--- config.mk ---
export PLATFORM = sky130hd
export DESIGN_NAME = fifo_wr_arb_ctrl
export DESIGN_NICKNAME = d
export VERILOG_FILES = /design/src/rtl/fifo_ctrl_pkg.sv /design/src/rtl/rr_arb2.sv /design/src/rtl/fifo_wr_arb_ctrl.sv
export SDC_FILE = /design/constraint.sdc
export NUM_CORES = 1
export LEC_CHECK = 0
export ABC_AREA = 0
export CORE_MARGIN = 5
export CORE_UTILIZATION = 41
export DETAILED_ROUTE_END_ITERATION = 10
export HOLD_SLACK_MARGIN = 0.02
export PLACE_DENSITY = 0.9
export REMOVE_ABC_BUFFERS = 1
export SETUP_SLACK_MARGIN = 0.1
export SYNTH_ARGS = -nofsm -noshare
export SYNTH_HDL_FRONTEND = slang
export SYNTH_SLANG_ARGS = --single-unit
--- constraint.sdc ---
create_clock -name clk -period 5 [get_ports clk]
set_input_delay 1 -clock clk [delete_from_list [all_inputs] [get_ports clk]]
set_output_delay 1 -clock clk [all_outputs]
set_load 0.02 [all_outputs]
--- src/rtl/fifo_ctrl_pkg.sv ---
// Shared types for the two-producer FIFO write-arbitration controller.
package fifo_ctrl_pkg;

  // Default address width of the FIFO memory; depth = 2**FIFO_ADDR_WIDTH.
  localparam int unsigned FIFO_ADDR_WIDTH = 4;

  // Pointer carries one extra wrap bit above the memory address.
  typedef logic [FIFO_ADDR_WIDTH:0] ptr_t;

  // Producer identity, used to remember who was granted last.
  typedef enum logic {
    SRC0 = 1'b0,
    SRC1 = 1'b1
  } src_e;

endpackage

--- src/rtl/rr_arb2.sv ---
// Two-requester round-robin arbiter, purely combinational.
// On a tie the requester that was not granted last wins.
module rr_arb2
  import fifo_ctrl_pkg::*;
(
  input  logic [1:0] req,
  input  src_e       last_grant,
  output logic [1:0] gnt
);

  // Grant the sole requester, or alternate on a tie.
  always_comb begin
    gnt = 2'b00;
    case (req)
      2'b01:   gnt = 2'b01;
      2'b10:   gnt = 2'b10;
      2'b11:   gnt = (last_grant == SRC1) ? 2'b01 : 2'b10;
      default: gnt = 2'b00;
    endcase
  end

endmodule

--- src/rtl/fifo_wr_arb_ctrl.sv ---
// FIFO controller sharing one memory write port between two producers (round-robin)
// and sequencing it with wrap-bit pointers. The memory itself lives in the parent.
module fifo_wr_arb_ctrl
  import fifo_ctrl_pkg::*;
#(
  parameter int unsigned DATA_WIDTH = 8,
  parameter int unsigned ADDR_WIDTH = 4,
  parameter int unsigned AFULL_THR  = 12
) (
  input  logic                  clk,
  input  logic                  rst,
  input  logic                  flush,
  input  logic                  s0_valid,
  input  logic [DATA_WIDTH-1:0] s0_data,
  output logic                  s0_ready,
  input  logic                  s1_valid,
  input  logic [DATA_WIDTH-1:0] s1_data,
  output logic                  s1_ready,
  output logic                  m_valid,
  output logic [DATA_WIDTH-1:0] m_data,
  input  logic                  m_ready,
  output logic                  mem_wclk_en,
  output logic [ADDR_WIDTH-1:0] mem_w_addr,
  output logic [DATA_WIDTH-1:0] mem_w_data,
  output logic [ADDR_WIDTH-1:0] mem_r_addr,
  input  logic [DATA_WIDTH-1:0] mem_r_data,
  output logic [ADDR_WIDTH:0]   count,
  output logic                  full,
  output logic                  empty,
  output logic                  almost_full
);

  localparam logic [ADDR_WIDTH:0] AfullLvl = AFULL_THR[ADDR_WIDTH:0];

  logic [ADDR_WIDTH:0] wr_ptr_q, wr_ptr_d;
  logic [ADDR_WIDTH:0] rd_ptr_q, rd_ptr_d;
  src_e                last_grant_q, last_grant_d;
  logic [1:0]          req, gnt;
  logic                clr, wr_en, rd_en;

  // Reset and flush share one clearing path; both suppress any transfer that cycle.
  assign clr = rst | flush;

  // Flags come straight from registered pointers, so they never glitch.
  assign count       = wr_ptr_q - rd_ptr_q;
  assign empty       = (wr_ptr_q == rd_ptr_q);
  assign full        = (wr_ptr_q[ADDR_WIDTH-1:0] == rd_ptr_q[ADDR_WIDTH-1:0]) &&
                       (wr_ptr_q[ADDR_WIDTH] != rd_ptr_q[ADDR_WIDTH]);
  assign almost_full = (count >= AfullLvl);

  // Registered full gates requests: a same-cycle pop never frees a slot for a write.
  assign req = {s1_valid, s0_valid} & {2{~full & ~clr}};

  rr_arb2 u_rr_arb2 (
    .req        (req),
    .last_grant (last_grant_q),
    .gnt        (gnt)
  );

  assign s0_ready    = gnt[0];
  assign s1_ready    = gnt[1];
  assign wr_en       = |gnt;
  assign mem_wclk_en = wr_en;
  assign mem_w_addr  = wr_ptr_q[ADDR_WIDTH-1:0];

  assign m_valid    = ~empty;
  assign m_data     = mem_r_data;
  assign mem_r_addr = rd_ptr_q[ADDR_WIDTH-1:0];
  assign rd_en      = ~empty & m_ready & ~clr;

  // Write data mux: granted producer's word, zero when idle.
  always_comb begin
    mem_w_data = '0;
    if (gnt[1]) begin
      mem_w_data = s1_data;
    end else if (gnt[0]) begin
      mem_w_data = s0_data;
    end
  end

  // Next-state for pointers and round-robin history.
  always_comb begin
    wr_ptr_d     = wr_ptr_q;
    rd_ptr_d     = rd_ptr_q;
    last_grant_d = last_grant_q;
    if (wr_en) begin
      wr_ptr_d = wr_ptr_q + 1'b1;
    end
    if (rd_en) begin
      rd_ptr_d = rd_ptr_q + 1'b1;
    end
    if (gnt[0]) begin
      last_grant_d = SRC0;
    end else if (gnt[1]) begin
      last_grant_d = SRC1;
    end
  end

  // State register; clearing leaves last_grant at SRC1 so producer 0 wins the first tie.
  always_ff @(posedge clk) begin
    if (clr) begin
      wr_ptr_q     <= '0;
      rd_ptr_q     <= '0;
      last_grant_q <= SRC1;
    end else begin
      wr_ptr_q     <= wr_ptr_d;
      rd_ptr_q     <= rd_ptr_d;
      last_grant_q <= last_grant_d;
    end
  end

`ifndef SYNTHESIS
  a_no_grant_full: assert property (@(posedge clk) disable iff (rst) !(full && wr_en));
  a_no_pop_empty:  assert property (@(posedge clk) disable iff (rst) !(empty && rd_en));
  a_ready_onehot:  assert property (@(posedge clk) disable iff (rst)
                                    $onehot0({s1_ready, s0_ready}));
`endif

endmodule

==> metrics.yaml, run 1 <==
floorplanning:
  fp-row-count: 19
  core_area_um2: 2710
  dieArea_um2: 3920
  die_w_um: 62.6
  start_util_pct: 41.8
  pin_count: 66
  die_h_um: 62.6
placed_design:
  hpwl_um: 2250
  dp.cells: 206
  place_ws_ps: 935
  gp_congestion: 0.788
  placed_cell_area_um2: 1520
  io_buffer_count: 49
final_layout:
  nNetsFinal: 217
  drive_gt1_share_pct: 7.26
  final_cell_mix: "clkdlybuf4s50_1, nand2_1, a21oi_1, dfxtp_1, nand3_1"
  areaGrowthSynthToFinish_pct: 36.3
  stdcell_area_um2: 1550
  final_common_cell: "clkdlybuf4s50_1"
  num_antenna_cells: 0
  stdcell_count: 210
  fin_util_pct: 57.0
synthesis:
  yosys-top-cells-area: "dfxtp_1, buf_4, mux2i_1"
  synthCells: 146
  ys.flop_type: "dfxtp_1"
  yosysUniqueCellTypes: 38
  synth_largest_area_cell: "dfxtp_1"
  synth.top_cell.area_share_pct: 19.4
  ys_warn_count: 0
  seq_area_frac_synth_pct: 19.4
  synth_enable_flop_cells: 0
  async_reset_ff_share_pct: 0
  ys_ff_latch: 11
  syn_area_per_cell_um2: 7.76
  syn_area_um2: 1130
clock_tree:
  cts-buffers-inserted: 3
  cts.path.max_buffers: 2
  clock_latency_ps: 270
  cts_tree: "yes"
  htreeDepth: 1
  ctsResizeCount: 0
  ctsRootBufferMaster: "clkbuf_4"
  cts.sinks: 11
  post_cts_buffers: 0
  cts_hold_buf: 0
  clk_pin_slew_ps: 60
drt:
  drt_iter0_markers: 35
  drc: 0
  final_antenna_net_count: 0
  routed_via_density: 5.40
  wirelength_um: 2920
  drt_pass1_iterations: 4
  vias: 1134
  wl_per_cell_um: 13.9
worst_setup_path:
  cp.arrival_ps: 3080
  cp-start-kind: "input pin"
  required_ps: 4000
  critPathMaxFanout: 9
  endpoint_kind: "output port"
  critical_path_class: "input pin to output port"
sta:
  finalSetupViolations: 0
  finalCritPeriodShare_pct: 81.6
  tns_ps: 0
  holdWs_ps: 482
  setup_ws_ps: 920
  fmaxAchievable_ghz: 0.245
  finalMaxSlewViolations: 0
  hold_viol_final: 0
  grt_setup_unrepaired: "false"
  worst_clock_skew_ps: 7.10
  finalCriticalPeriod_ps: 4080
  worstMarginPinSlew_ps: 692
  maxSlewHeadroom_pct: 53.6
grt:
  grt_pass1_wl_um: 4890
  grt-ovfl-total: 0
  met2_usage_pct: 24.6
  grt_max_degree: 15
  use_met3_pct: 8.27
  busiest_layer: "met2"
  antenna_found_initial: 0
  use_met1_pct: 16.5
  groute.usage.overall_pct: 14.7
  grt_pass1_vias: 1118
power:
  power_leakage_nw: 0.577
  total_power_mw: 0.238
  power.density_nw_per_um2: 154
  vdd_drop_max_v: 0.000133
job:
  cap_violations: 0
min_path:
  hold_class: "flip-flop to flip-flop"
run_status:
  status: "finished clean"
-- cell usage after synthesis, drive strengths merged (3+ instances only) --
| cell type | number |
|---|---|
| a21boi | 3 |
| a21oi | 17 |
| buf | 20 |
| dfxtp | 11 |
| ha | 6 |
| inv | 8 |
| mux2i | 9 |
| nand2 | 24 |
| nand3 | 10 |
| nand4 | 3 |
| nor2 | 4 |
| o2111ai | 3 |
| o21ai | 4 |
| or3 | 5 |
-- critical path: stages --
cell	delay (ps)
clkdlybuf4s50_1	560
a21boi_1	570
nand2_1	110
a21oi_1	190
clkdlybuf4s50_1	640
-- report_power, final --
group | internal, mW | switching (mW)
clock network | 0.0309 | 0.0296
registers | 0.0890 | 0.00205
logic | 0.0432 | 0.0428
-- kinds of logic after synthesis --
group                      share of synthesized area (%)
buffers and inverters                               16.0
adders and majority gates                           8.39
and+or+nand+nor                                     23.4
xor gates and xnor gates                            4.42
muxes                                               7.95
DFF                                                 19.4
AOI/OAI and AO/OA                                   20.4
-- sequential cells by signal, summed over array words and instances, names as in the netlist --
| register | cells |
|---|---|
| last_grant_q | 1 |
| rd_ptr_q | 5 |
| wr_ptr_q | 5 |
-- final timing paths --
check                             endpoint                     start  slack, ps  cells past startpoint
setup / recovery             mem_w_data[3]                  s1_valid        920                      5
hold / removal    rd_ptr_q[3]$_SDFFE_PP0P_  rd_ptr_q[3]$_SDFFE_PP0P_        480                      2
setup reg to reg  rd_ptr_q[4]$_SDFFE_PP0P_  rd_ptr_q[2]$_SDFFE_PP0P_       3170                      5
hold reg to reg   rd_ptr_q[3]$_SDFFE_PP0P_  rd_ptr_q[3]$_SDFFE_PP0P_        480                      2
-- layer usage --
metal	wire (um)	up-vias
li1	-	562
met1	1230	510
met2	1310	60
met3	341	2
met4	27	0
met5	0	-
-- area by class of cell --
cell class                 count  area, um2
inverter                       8       30.0
fill                         256       1160
timing repair buffer          50        498
sequential                    11        220
clock buffer                   4       26.3
tap                           31       38.8
multi-input combinational    106        732
Note: power is estimated with default switching activity, not from simulation.
==> inputs of run 2 (changes only) <==
--- a/config.mk
+++ b/config.mk
@@ -7,10 +7,10 @@
 export LEC_CHECK = 0
 export ABC_AREA = 0
 export CORE_MARGIN = 5
-export CORE_UTILIZATION = 41
+export CORE_UTILIZATION = 38
 export DETAILED_ROUTE_END_ITERATION = 10
 export HOLD_SLACK_MARGIN = 0.02
-export PLACE_DENSITY = 0.9
+export PLACE_DENSITY = 0.85
 export REMOVE_ABC_BUFFERS = 1
 export SETUP_SLACK_MARGIN = 0.1
 export SYNTH_ARGS = -nofsm -noshare
==> constraint.sdc (replaced) <==
create_clock -name clk -period 3.9 [get_ports clk]
set_input_delay 0.78 -clock clk [delete_from_list [all_inputs] [get_ports clk]]
set_output_delay 0.78 -clock clk [all_outputs]
set_load 0.02 [all_outputs]
==> run 2 against run 1 <==
Combinational power grew 29%. Global-route usage fell by 1.2 points. Register-to-register slack worse by 1100 ps. Setup slack worse by 430 ps. Final area rose by 0.49%. Sequential share of layout area down 0.069 points. Power is 29% higher. Sequential power is 28% higher. Worst hold slack improved by 8.8 ps.
==> metrics.yaml, run 2 (synthesized netlist as in run 1, its figures left out) <==
run_status:
  status: "finished clean"
floorplanning:
  start_util_pct: 40.4
  die_h_um: 64.6
  core_area_um2: 2810
  die_w_um: 64.6
  dieArea_um2: 4180
  fp-row-count: 19
  pin_count: 66
power:
  vdd_drop_max_v: 0.000226
  power_leakage_nw: 0.582
  total_power_mw: 0.305
  power.density_nw_per_um2: 197
sta:
  finalMaxSlewViolations: 0
  grt_setup_unrepaired: "false"
  finalCritPeriodShare_pct: 87.4
  maxSlewHeadroom_pct: 51.4
  setup_ws_ps: 492
  worstMarginPinSlew_ps: 726
  hold_viol_final: 0
  fmaxAchievable_ghz: 0.293
  tns_ps: 0
  finalCriticalPeriod_ps: 3410
  finalSetupViolations: 0
  worst_clock_skew_ps: 1.15
final_layout:
  fin_util_pct: 55.4
  final_cell_mix: "clkdlybuf4s50_1, nand2_1, a21oi_1, dfxtp_1, nand3_1"
  nNetsFinal: 218
  drive_gt1_share_pct: 7.78
  seq_area_um2: 220
  multiInputGateArea_um2: 732
  areaGrowthSynthToFinish_pct: 37.0
  top_regs: "rd_ptr_q x5, wr_ptr_q x5, last_grant_q x1"
  final_common_cell: "clkdlybuf4s50_1"
  fillers: 263
  num_antenna_cells: 0
placed_design:
  gp_congestion: 0.761
  hpwl_um: 2300
  io_buffer_count: 49
  place_ws_ps: 490
clock_tree:
  cts_tree: "yes"
  htreeDepth: 1
  cts-buffers-inserted: 3
  clock_latency_ps: 270
  ctsResizeCount: 0
  post_cts_buffers: 0
  cts.path.max_buffers: 2
  cts.sinks: 11
  ctsRootBufferMaster: "clkbuf_4"
  clk_pin_slew_ps: 70
  cts_hold_buf: 0
drt:
  vias: 1133
  final_antenna_net_count: 0
  wl_per_cell_um: 13.7
  routed_via_density: 5.37
  wirelength_um: 2890
  drt_iter0_markers: 67
  drc: 0
  wl_met2_um: 1300
  drt_pass1_iterations: 4
  dr.max_layer_used: "met4"
  wl_met1_um: 1250
  wl_met3_um: 324
grt:
  grt-ovfl-total: 0
  antenna_found_initial: 0
  groute.usage.overall_pct: 13.5
  grt_pass1_wl_um: 4640
  grt_pass1_vias: 1037
  grt_max_degree: 15
worst_setup_path:
  critPathMaxFanout: 10
  critical_path_class: "input pin to output port"
  cp.arrival_ps: 2630
  cp-start-kind: "input pin"
  required_ps: 3120
  endpoint_kind: "output port"
  rrSetupSlack_ps: 2080
min_path:
  hold_class: "flip-flop to flip-flop"
job:
  cap_violations: 0
==> run 2: changes by cell type in the layout (fill, tap and decap cells not counted), sizes merged <==
cell,before,now
buf,1,2
==> run 2: path summary, 6_finish.rpt <==
path	start	end	cells after the start
setup / recovery	s0_valid	s0_ready	5
hold / removal	rd_ptr_q[3]$_SDFFE_PP0P_	rd_ptr_q[3]$_SDFFE_PP0P_	2
setup reg to reg	rd_ptr_q[2]$_SDFFE_PP0P_	rd_ptr_q[4]$_SDFFE_PP0P_	5
hold reg to reg	rd_ptr_q[3]$_SDFFE_PP0P_	rd_ptr_q[3]$_SDFFE_PP0P_	2
==> run 2: routing by layer <==
metal	GRT usage, %	vias up
met5	0	-
met4	3.17	0
met3	6.39	2
met2	23.2	59
met1	15.2	507
li1	-	565
==> run 2: final cells by class <==
class	count	area share (%)
Clock buffer	4	1.69
Inverter	8	1.93
Multi-Input combinational cell	106	47.1
Sequential cell	11	14.2
Tap cell	31	2.50
Timing Repair Buffer	51	32.6
==> run 2: critical path, stage by stage <==
cell             delay (ps)
clkdlybuf4s50_1         570
or2_1                   330
o21ai_1                 140
nor3_1                  190
clkdlybuf4s50_1         620
==> run 2: power by group <==
part           switching [mW]  internal (mW)  total [mW]
Clock                  0.0381         0.0396      0.0777
Combinational          0.0548         0.0562       0.111
Sequential            0.00265          0.114       0.117
==> run 2: stage by stage <==
step                      instances  area [um2]  hold slack [ps]
after global routing            211        1550              516
after detailed placement        207        1530              477
after CTS                       211        1550              495
final                           211        1550              490
after floorplan                 125         982              473
after global placement          207        1530              467
